$ cat config.mk
export PLATFORM = sky130hd
export DESIGN_NAME = wb_exc_ctrl_flat
export DESIGN_NICKNAME = d
export VERILOG_FILES = /design/src/rtl/wb_exc_ctrl_if.sv /design/src/rtl/wb_exc_ctrl.sv /design/src/flat_wrapper.sv
export SDC_FILE = /design/constraint.sdc
export NUM_CORES = 1
export LEC_CHECK = 0
export ABC_AREA = 0
export CELL_PAD_IN_SITES_DETAIL_PLACEMENT = 1
export CELL_PAD_IN_SITES_GLOBAL_PLACEMENT = 2
export CORE_AREA = 2 2 163 165
export DETAILED_ROUTE_END_ITERATION = 8
export DIE_AREA = 0 0 165 167
export DONT_BUFFER_PORTS = 1
export GPL_TIMING_DRIVEN = 1
export PLACE_DENSITY_LB_ADDON = 0.05
export SLEW_MARGIN = 20
export SYNTH_ARGS = -nofsm -noshare
export SYNTH_HDL_FRONTEND = slang
export SYNTH_SLANG_ARGS = --single-unit
$ cat constraint.sdc
create_clock -name clk -period 2.8 [get_ports clk]
set_clock_uncertainty 0.1 [all_clocks]
set_input_delay 0.7 -clock clk [delete_from_list [all_inputs] [get_ports clk]]
set_output_delay 0.7 -clock clk [all_outputs]
set_load 0.03 [all_outputs]
$ cat src/rtl/wb_exc_ctrl_if.sv
// ============================================================================
// Module  : wb_exc_ctrl_if
// Brief   : MEM-to-WB handshake and retiring-instruction payload bundle.
// Revision: 1.0  initial release
// ============================================================================
`default_nettype none

interface wb_exc_ctrl_if;
   logic        ms_to_ws_valid;
   logic        ws_allowin;
   logic [31:0] ms_pc;
   logic [1:0]  ms_csr_op;
   logic [13:0] ms_csr_num;
   logic [31:0] ms_rj_value;
   logic [31:0] ms_rkd_value;
   logic [5:0]  ms_exc_flags;
   logic        ms_ertn;
   logic        ms_gr_we;
   logic [4:0]  ms_dest;
   logic [31:0] ms_result;

   modport master (
      output ms_to_ws_valid, ms_pc, ms_csr_op, ms_csr_num, ms_rj_value,
             ms_rkd_value, ms_exc_flags, ms_ertn, ms_gr_we, ms_dest, ms_result,
      input  ws_allowin
   );

   modport slave (
      input  ms_to_ws_valid, ms_pc, ms_csr_op, ms_csr_num, ms_rj_value,
             ms_rkd_value, ms_exc_flags, ms_ertn, ms_gr_we, ms_dest, ms_result,
      output ws_allowin
   );
endinterface

`default_nettype wire

$ cat src/rtl/wb_exc_ctrl.sv
// ============================================================================
// Module  : wb_exc_ctrl
// Brief   : Write-back controller: CSR access decode, exception/ertn commit
//           and timed pipeline flush with fetch redirect.
// Revision: 1.0  initial release
// ============================================================================
`default_nettype none

module wb_exc_ctrl #(
   parameter int FLUSH_CYCLES = 2
) (
   input  logic        clk,
   input  logic        resetn,
   wb_exc_ctrl_if.slave ms,
   output logic [13:0] csr_num,
   input  logic [31:0] csr_rdata,
   output logic        csr_we,
   output logic [31:0] csr_wmask,
   output logic [31:0] csr_wdata,
   output logic        exc_signal,
   output logic        ertn_signal,
   output logic [5:0]  exc_ecode,
   output logic [8:0]  exc_esubcode,
   output logic [31:0] exc_pc,
   input  logic [31:0] csr_2_if_pc,
   output logic [31:0] flush_pc,
   output logic        flush,
   output logic        rf_we,
   output logic [4:0]  rf_waddr,
   output logic [31:0] rf_wdata
);

   localparam int                 c_CNT_W    = $clog2(FLUSH_CYCLES + 1);
   localparam logic [c_CNT_W-1:0] c_CNT_LOAD = c_CNT_W'(FLUSH_CYCLES);
   localparam logic [c_CNT_W-1:0] c_CNT_ONE  = c_CNT_W'(1);

   typedef enum logic [0:0] {
      ST_IDLE  = 1'b0,
      ST_FLUSH = 1'b1
   } state_t;

   state_t             r_state;
   logic [c_CNT_W-1:0] r_cnt;
   logic               r_ws_valid;
   logic [31:0]        r_pc;
   logic [1:0]         r_csr_op;
   logic [13:0]        r_csr_num;
   logic [31:0]        r_rj_value;
   logic [31:0]        r_rkd_value;
   logic [5:0]         r_exc_flags;
   logic               r_ertn;
   logic               r_gr_we;
   logic [4:0]         r_dest;
   logic [31:0]        r_result;

   logic               w_idle;
   logic               w_commit;
   logic               w_exc;
   logic               w_redirect;
   logic               w_hs;
   logic [5:0]         w_ecode;

   assign w_idle     = (r_state == ST_IDLE);
   assign w_commit   = r_ws_valid & w_idle;
   assign w_exc      = |r_exc_flags;
   assign w_redirect = w_commit & (w_exc | r_ertn);
   assign w_hs       = ms.ms_to_ws_valid & w_idle;

   assign ms.ws_allowin = w_idle;

   // An instruction arriving while the current one redirects is being killed upstream.
   always_ff @(posedge clk or negedge resetn) begin
      if (!resetn) begin
         r_state    <= ST_IDLE;
         r_cnt      <= '0;
         r_ws_valid <= 1'b0;
      end else begin
         case (r_state)
            ST_IDLE: begin
               if (w_redirect) begin
                  r_state    <= ST_FLUSH;
                  r_cnt      <= c_CNT_LOAD;
                  r_ws_valid <= 1'b0;
               end else begin
                  r_ws_valid <= w_hs;
               end
            end
            ST_FLUSH: begin
               r_ws_valid <= 1'b0;
               if (r_cnt == c_CNT_ONE) begin
                  r_state <= ST_IDLE;
                  r_cnt   <= '0;
               end else begin
                  r_cnt <= r_cnt - c_CNT_ONE;
               end
            end
            default: begin
               r_state    <= ST_IDLE;
               r_cnt      <= '0;
               r_ws_valid <= 1'b0;
            end
         endcase
      end
   end

   always_ff @(posedge clk or negedge resetn) begin
      if (!resetn) begin
         r_pc        <= '0;
         r_csr_op    <= '0;
         r_csr_num   <= '0;
         r_rj_value  <= '0;
         r_rkd_value <= '0;
         r_exc_flags <= '0;
         r_ertn      <= 1'b0;
         r_gr_we     <= 1'b0;
         r_dest      <= '0;
         r_result    <= '0;
      end else if (w_hs && !w_redirect) begin
         r_pc        <= ms.ms_pc;
         r_csr_op    <= ms.ms_csr_op;
         r_csr_num   <= ms.ms_csr_num;
         r_rj_value  <= ms.ms_rj_value;
         r_rkd_value <= ms.ms_rkd_value;
         r_exc_flags <= ms.ms_exc_flags;
         r_ertn      <= ms.ms_ertn;
         r_gr_we     <= ms.ms_gr_we;
         r_dest      <= ms.ms_dest;
         r_result    <= ms.ms_result;
      end
   end

   // Flag bits are {ALE,BRK,SYS,INE,ADEF,INT}; lower bit wins.
   always_comb begin
      w_ecode = 6'h00;
      if      (r_exc_flags[0]) w_ecode = 6'h00;
      else if (r_exc_flags[1]) w_ecode = 6'h08;
      else if (r_exc_flags[2]) w_ecode = 6'h0D;
      else if (r_exc_flags[3]) w_ecode = 6'h0B;
      else if (r_exc_flags[4]) w_ecode = 6'h0C;
      else if (r_exc_flags[5]) w_ecode = 6'h09;
   end

   always_comb begin
      csr_wmask = 32'h0;
      if (w_commit) begin
         if (r_csr_op == 2'b10)      csr_wmask = 32'hFFFF_FFFF;
         else if (r_csr_op == 2'b11) csr_wmask = r_rj_value;
      end
   end

   assign csr_num      = w_commit ? r_csr_num : 14'h0;
   assign csr_we       = w_commit & ~w_exc & r_csr_op[1];
   assign csr_wdata    = w_commit ? r_rkd_value : 32'h0;

   assign exc_signal   = w_commit & w_exc;
   assign ertn_signal  = w_commit & r_ertn & ~w_exc;
   assign exc_ecode    = exc_signal ? w_ecode : 6'h00;
   assign exc_esubcode = 9'h000;
   assign exc_pc       = w_commit ? r_pc : 32'h0;

   assign flush        = w_redirect | (r_state == ST_FLUSH);
   assign flush_pc     = csr_2_if_pc;

   // CSR instructions return the pre-write CSR value to the GPR.
   assign rf_we        = w_commit & r_gr_we & ~w_exc;
   assign rf_waddr     = w_commit ? r_dest : 5'h00;
   assign rf_wdata     = !w_commit            ? 32'h0     :
                         (r_csr_op != 2'b00)  ? csr_rdata : r_result;

endmodule

`default_nettype wire

$ cat src/flat_wrapper.sv
// flat-port wrapper written by rule: the top's interface ports become plain ports
module wb_exc_ctrl_flat 
#(
   parameter int FLUSH_CYCLES = 2
)
  (clk, resetn, csr_num, csr_rdata, csr_we, csr_wmask, csr_wdata, exc_signal, ertn_signal, exc_ecode, exc_esubcode, exc_pc, csr_2_if_pc, flush_pc, flush, rf_we, rf_waddr, rf_wdata, ms_ms_to_ws_valid, ms_ms_pc, ms_ms_csr_op, ms_ms_csr_num, ms_ms_rj_value, ms_ms_rkd_value, ms_ms_exc_flags, ms_ms_ertn, ms_ms_gr_we, ms_ms_dest, ms_ms_result, ms_ws_allowin);
  wb_exc_ctrl_if ms_i ();
  input  logic clk;
  input  logic resetn;
  output logic [13:0] csr_num;
  input  logic [31:0] csr_rdata;
  output logic csr_we;
  output logic [31:0] csr_wmask;
  output logic [31:0] csr_wdata;
  output logic exc_signal;
  output logic ertn_signal;
  output logic [5:0] exc_ecode;
  output logic [8:0] exc_esubcode;
  output logic [31:0] exc_pc;
  input  logic [31:0] csr_2_if_pc;
  output logic [31:0] flush_pc;
  output logic flush;
  output logic rf_we;
  output logic [4:0] rf_waddr;
  output logic [31:0] rf_wdata;
  input wire logic [$bits(ms_i.ms_to_ws_valid)-1:0] ms_ms_to_ws_valid;
  input wire logic [$bits(ms_i.ms_pc)-1:0] ms_ms_pc;
  input wire logic [$bits(ms_i.ms_csr_op)-1:0] ms_ms_csr_op;
  input wire logic [$bits(ms_i.ms_csr_num)-1:0] ms_ms_csr_num;
  input wire logic [$bits(ms_i.ms_rj_value)-1:0] ms_ms_rj_value;
  input wire logic [$bits(ms_i.ms_rkd_value)-1:0] ms_ms_rkd_value;
  input wire logic [$bits(ms_i.ms_exc_flags)-1:0] ms_ms_exc_flags;
  input wire logic [$bits(ms_i.ms_ertn)-1:0] ms_ms_ertn;
  input wire logic [$bits(ms_i.ms_gr_we)-1:0] ms_ms_gr_we;
  input wire logic [$bits(ms_i.ms_dest)-1:0] ms_ms_dest;
  input wire logic [$bits(ms_i.ms_result)-1:0] ms_ms_result;
  output wire logic [$bits(ms_i.ws_allowin)-1:0] ms_ws_allowin;
  assign ms_i.ms_to_ws_valid = ms_ms_to_ws_valid;
  assign ms_i.ms_pc = ms_ms_pc;
  assign ms_i.ms_csr_op = ms_ms_csr_op;
  assign ms_i.ms_csr_num = ms_ms_csr_num;
  assign ms_i.ms_rj_value = ms_ms_rj_value;
  assign ms_i.ms_rkd_value = ms_ms_rkd_value;
  assign ms_i.ms_exc_flags = ms_ms_exc_flags;
  assign ms_i.ms_ertn = ms_ms_ertn;
  assign ms_i.ms_gr_we = ms_ms_gr_we;
  assign ms_i.ms_dest = ms_ms_dest;
  assign ms_i.ms_result = ms_ms_result;
  assign ms_ws_allowin = ms_i.ws_allowin;
  wb_exc_ctrl #(.FLUSH_CYCLES(FLUSH_CYCLES)) u_core (.clk(clk), .resetn(resetn), .ms(ms_i), .csr_num(csr_num), .csr_rdata(csr_rdata), .csr_we(csr_we), .csr_wmask(csr_wmask), .csr_wdata(csr_wdata), .exc_signal(exc_signal), .ertn_signal(ertn_signal), .exc_ecode(exc_ecode), .exc_esubcode(exc_esubcode), .exc_pc(exc_pc), .csr_2_if_pc(csr_2_if_pc), .flush_pc(flush_pc), .flush(flush), .rf_we(rf_we), .rf_waddr(rf_waddr), .rf_wdata(rf_wdata));
endmodule
==> results.sh <==
export IMPL_clk_transition_reported_paths_ns=0.08
export IMPL_tritoncts_num_sinks=161
export IMPL_overall_global_routing_usage=0.163
export IMPL_final_setup_tns_ns=0
export IMPL_cp_data_arrival_time_ns=1.94
export IMPL_gp_congestion=0.756
export IMPL_root_buffer_cell="clkbuf_16"
export IMPL_worst_endpoint_required_ns=2.00
export IMPL_finalHoldViolations=161
export IMPL_filler_cell_count=2814
export IMPL_synth_cells=687
export IMPL_first_global_vias=5693
export IMPL_fp_dieArea_um2=27600
export IMPL_grt_max_degree=162
export IMPL_timing_final_crit_period_ns=2.74
export IMPL_detail_route_wirelength_mm=22.7
export IMPL_grt_first_pass_wirelength_mm=34.1
export IMPL_power_frac_comb=0.434
export IMPL_start_kind="register"
export IMPL_failed_checks="negative hold slack"
export IMPL_number_of_core_rows=59
export IMPL_antenna_found_initial=2
export IMPL_worstSetupEndpointType="primary output"
export IMPL_synth_ff_latch_count=161
export IMPL_effective_utilization_at_floorplan=0.315
export IMPL_ff2ff_setup_slack_ns=0.18
export IMPL_htreeDepth=4
export IMPL_run_status="finished, violations left"
export IMPL_wire_per_inst_um=21.2
export IMPL_fp_dieH_um=167
export IMPL_achievable_frequency_mhz=365
export IMPL_postRouteAntennaNets=0
export IMPL_detailedPlacementHpwl_mm=16.5
export IMPL_setup_violations_final=0
export IMPL_clk_insertion_delay_late_ns=0.42
export IMPL_cts_buffers_inserted=17
export IMPL_grt_overflow_total=0
export IMPL_worstHoldPathType="in2async"
export IMPL_layout_drive_gt1_share=0.395
export IMPL_power_switching_fraction=0.383
export IMPL_clock_tree_from_tritoncts="built"
export IMPL_proportion_of_power_drawn_by_flip_flops_and_latches=0.368
export IMPL_yosysWarningCount=0
export IMPL_core_um2=25800
export IMPL_dr_vias=5117
export IMPL_timing_max_slew_rel_slack=0.558
export IMPL_final_cell_mix="161 x dfrtp_1, 85 x buf_4, 83 x and2_1, 83 x mux2_2, 69 x mux2_4"
export IMPL_worst_reg2reg_path_endpoint="u_core.r_result[8]"
export IMPL_sequential_cell_area_fraction_in_the_yosys_report=0.497
export IMPL_p_leak_nw=4.34
export IMPL_final_max_slew_violation_count=0
export IMPL_crit_reg2reg_launch="u_core.r_exc_flags[5]"
export IMPL_cts_root_to_sink_buffers=2
export IMPL_reg2reg_depth=6
export IMPL_holdWs_ns=-0.142
export IMPL_tightest_slew_ns=0.660
export IMPL_ys_types=27
export IMPL_drt_iter0_drc=181
export IMPL_min_period_over_period=0.980
export IMPL_internal_power_mw=7.08
export IMPL_io_pins=424
export IMPL_power_per_cell_area_nw_per_um2=1230
export IMPL_vias_per_cell=4.77
export IMPL_io_buffer_count=0
export IMPL_rsz_0062_raised_after_global_routing="yes"
export IMPL_mappedNetlistArea_um2=8110
export IMPL_critical_path_max_fanout=4
export IMPL_vdd_ir_drop_worst_mv=0.369
export IMPL_average_cell_area_after_synthesis_um2=11.8
export IMPL_power_frac_clock=0.199
export IMPL_design_final_nets=949
export IMPL_die_width_um=165
export IMPL_area_growth_synth_to_final_pct=15.4
export IMPL_critical_path_endpoint="csr_we"
export IMPL_drt_pass1_iter_count=4
export IMPL_cap_violations=0
export IMPL_power_switching_mw=4.39
export IMPL_startpoint="u_core.r_exc_flags[5]"
export IMPL_preCtsSetupSlack_ns=0.223
export IMPL_leading_cell_type_in_the_layout_fill_and_taps_excluded="dfrtp_1"
export IMPL_finalWorstSetupSlack_ns=0.0573
export IMPL_critPathKind="reg2out"
export IMPL_remaining_drc_errors=0
==> area by class of cell <==
type	instances	area, µm²	area share
clock buffers	18	439	0.0469
clock inverters	14	121	0.0130
well taps	335	419	0.0448
diodes	1	2.50	0.000267
repair buffers	95	838	0.0895
inverters	36	135	0.0144
multi-input cells	413	3380	0.361
flip-flops and latches	161	4030	0.430
==> worst min-delay path by stage <==
stage	startpoint	end	slack, ns
after floorplan	resetn	u_core.r_cnt[0]	0.30
after global placement	resetn	u_core.r_pc[25]	0.31
after detailed placement	resetn	u_core.r_rkd_value[16]	0.31
after CTS	resetn	u_core.r_rkd_value[16]	-0.17
after global routing	resetn	u_core.r_pc[25]	-0.17
final	resetn	u_core.r_pc[25]	-0.14
==> what timing repair did <==
item | 4_1_cts | 5_1_grt
hold endpoints to repair | 161 | 161
pin swaps | 1 | 2
gates resized for setup | 11 | 1
endpoints found under the setup margin | 22 | 4
cloned | 0 | 0
buffers inserted | 5 | 3
==> through the flow <==
step | cells | util | area (µm²) | total power, mW
floorplan | 697 | - | 8150 | 8.08
global placement | 1032 | 0.337 | 8690 | 8.97
detailed placement | 1032 | 0.337 | 8690 | 9.17
CTS | 1069 | 0.362 | 9320 | 11.6
global route | 1072 | 0.363 | 9360 | 12.2
finish | 1073 | 0.363 | 9360 | 11.5
==> flip-flops by register name, indices dropped and copies added, names as in the netlist <==
| register | flops |
|---|---|
| u_core.r_pc | 32 |
| u_core.r_result | 32 |
| u_core.r_rj_value | 32 |
| u_core.r_rkd_value | 32 |
| u_core.r_csr_num | 14 |
| u_core.r_exc_flags | 6 |
| u_core.r_dest | 5 |
| u_core.r_cnt | 2 |
| u_core.r_csr_op | 2 |
| u_core.r_ertn | 1 |
| u_core.r_gr_we | 1 |
| u_core.r_state | 1 |
| u_core.r_ws_valid | 1 |
==> worst max-delay path, stage by stage, from the launching register on <==
cell,delay (ns)
dfrtp_1,0.40
or4_4,0.59
nor3_4,0.26
and3_4,0.28
==> power by group through the flow <==
stage                     Sequential [mW]  Combinational (mW)  Clock, mW
after floorplan                      3.97                4.11          0
after global placement               4.18                4.80          0
after detailed placement             4.24                4.93          0
after CTS                            4.23                5.02       2.36
after global routing                 4.40                5.36       2.46
final                                4.22                4.98       2.28
==> layer usage <==
metal  GRT usage  vias up  wire length, µm
li1            -     2285                -
met1       0.185     2530             8670
met2       0.278      263            11500
met3      0.0580       37             2040
met4      0.0639        2              541
met5           0        -               11
==> synthesized netlist by cell type, drive strengths merged <==
cell     number  area (µm²)
o21ai         5        28.8
nor2          6        22.5
buf          60         554
and3          3        18.8
nor3          3        15.0
a21oi        65         325
inv          36         135
nand3         1        5.00
and2         84         526
dfrtp       161        4030
conb          1        3.75
a32o          4        40.0
mux2        152        1970
a211oi        1        7.51
ha            1        12.5
or2           1        6.26
nor2b         2        12.5
or4           1        11.3
clkbuf       27         101
or3           2        12.5
nand2        69         259
a2bb2oi       1        8.76
nand2b        1        6.26
==> logic make-up after synthesis <==
group / count (synthesis) / synth area share
compound gates: 76 / 0.0506
other cells: 1 / 0.000462
buf+inv: 123 / 0.0975
simple gates: 173 / 0.110
flops: 161 / 0.497
mux: 152 / 0.243
fa+ha+maj: 1 / 0.00154
Note: power is estimated with default switching activity, not from simulation.
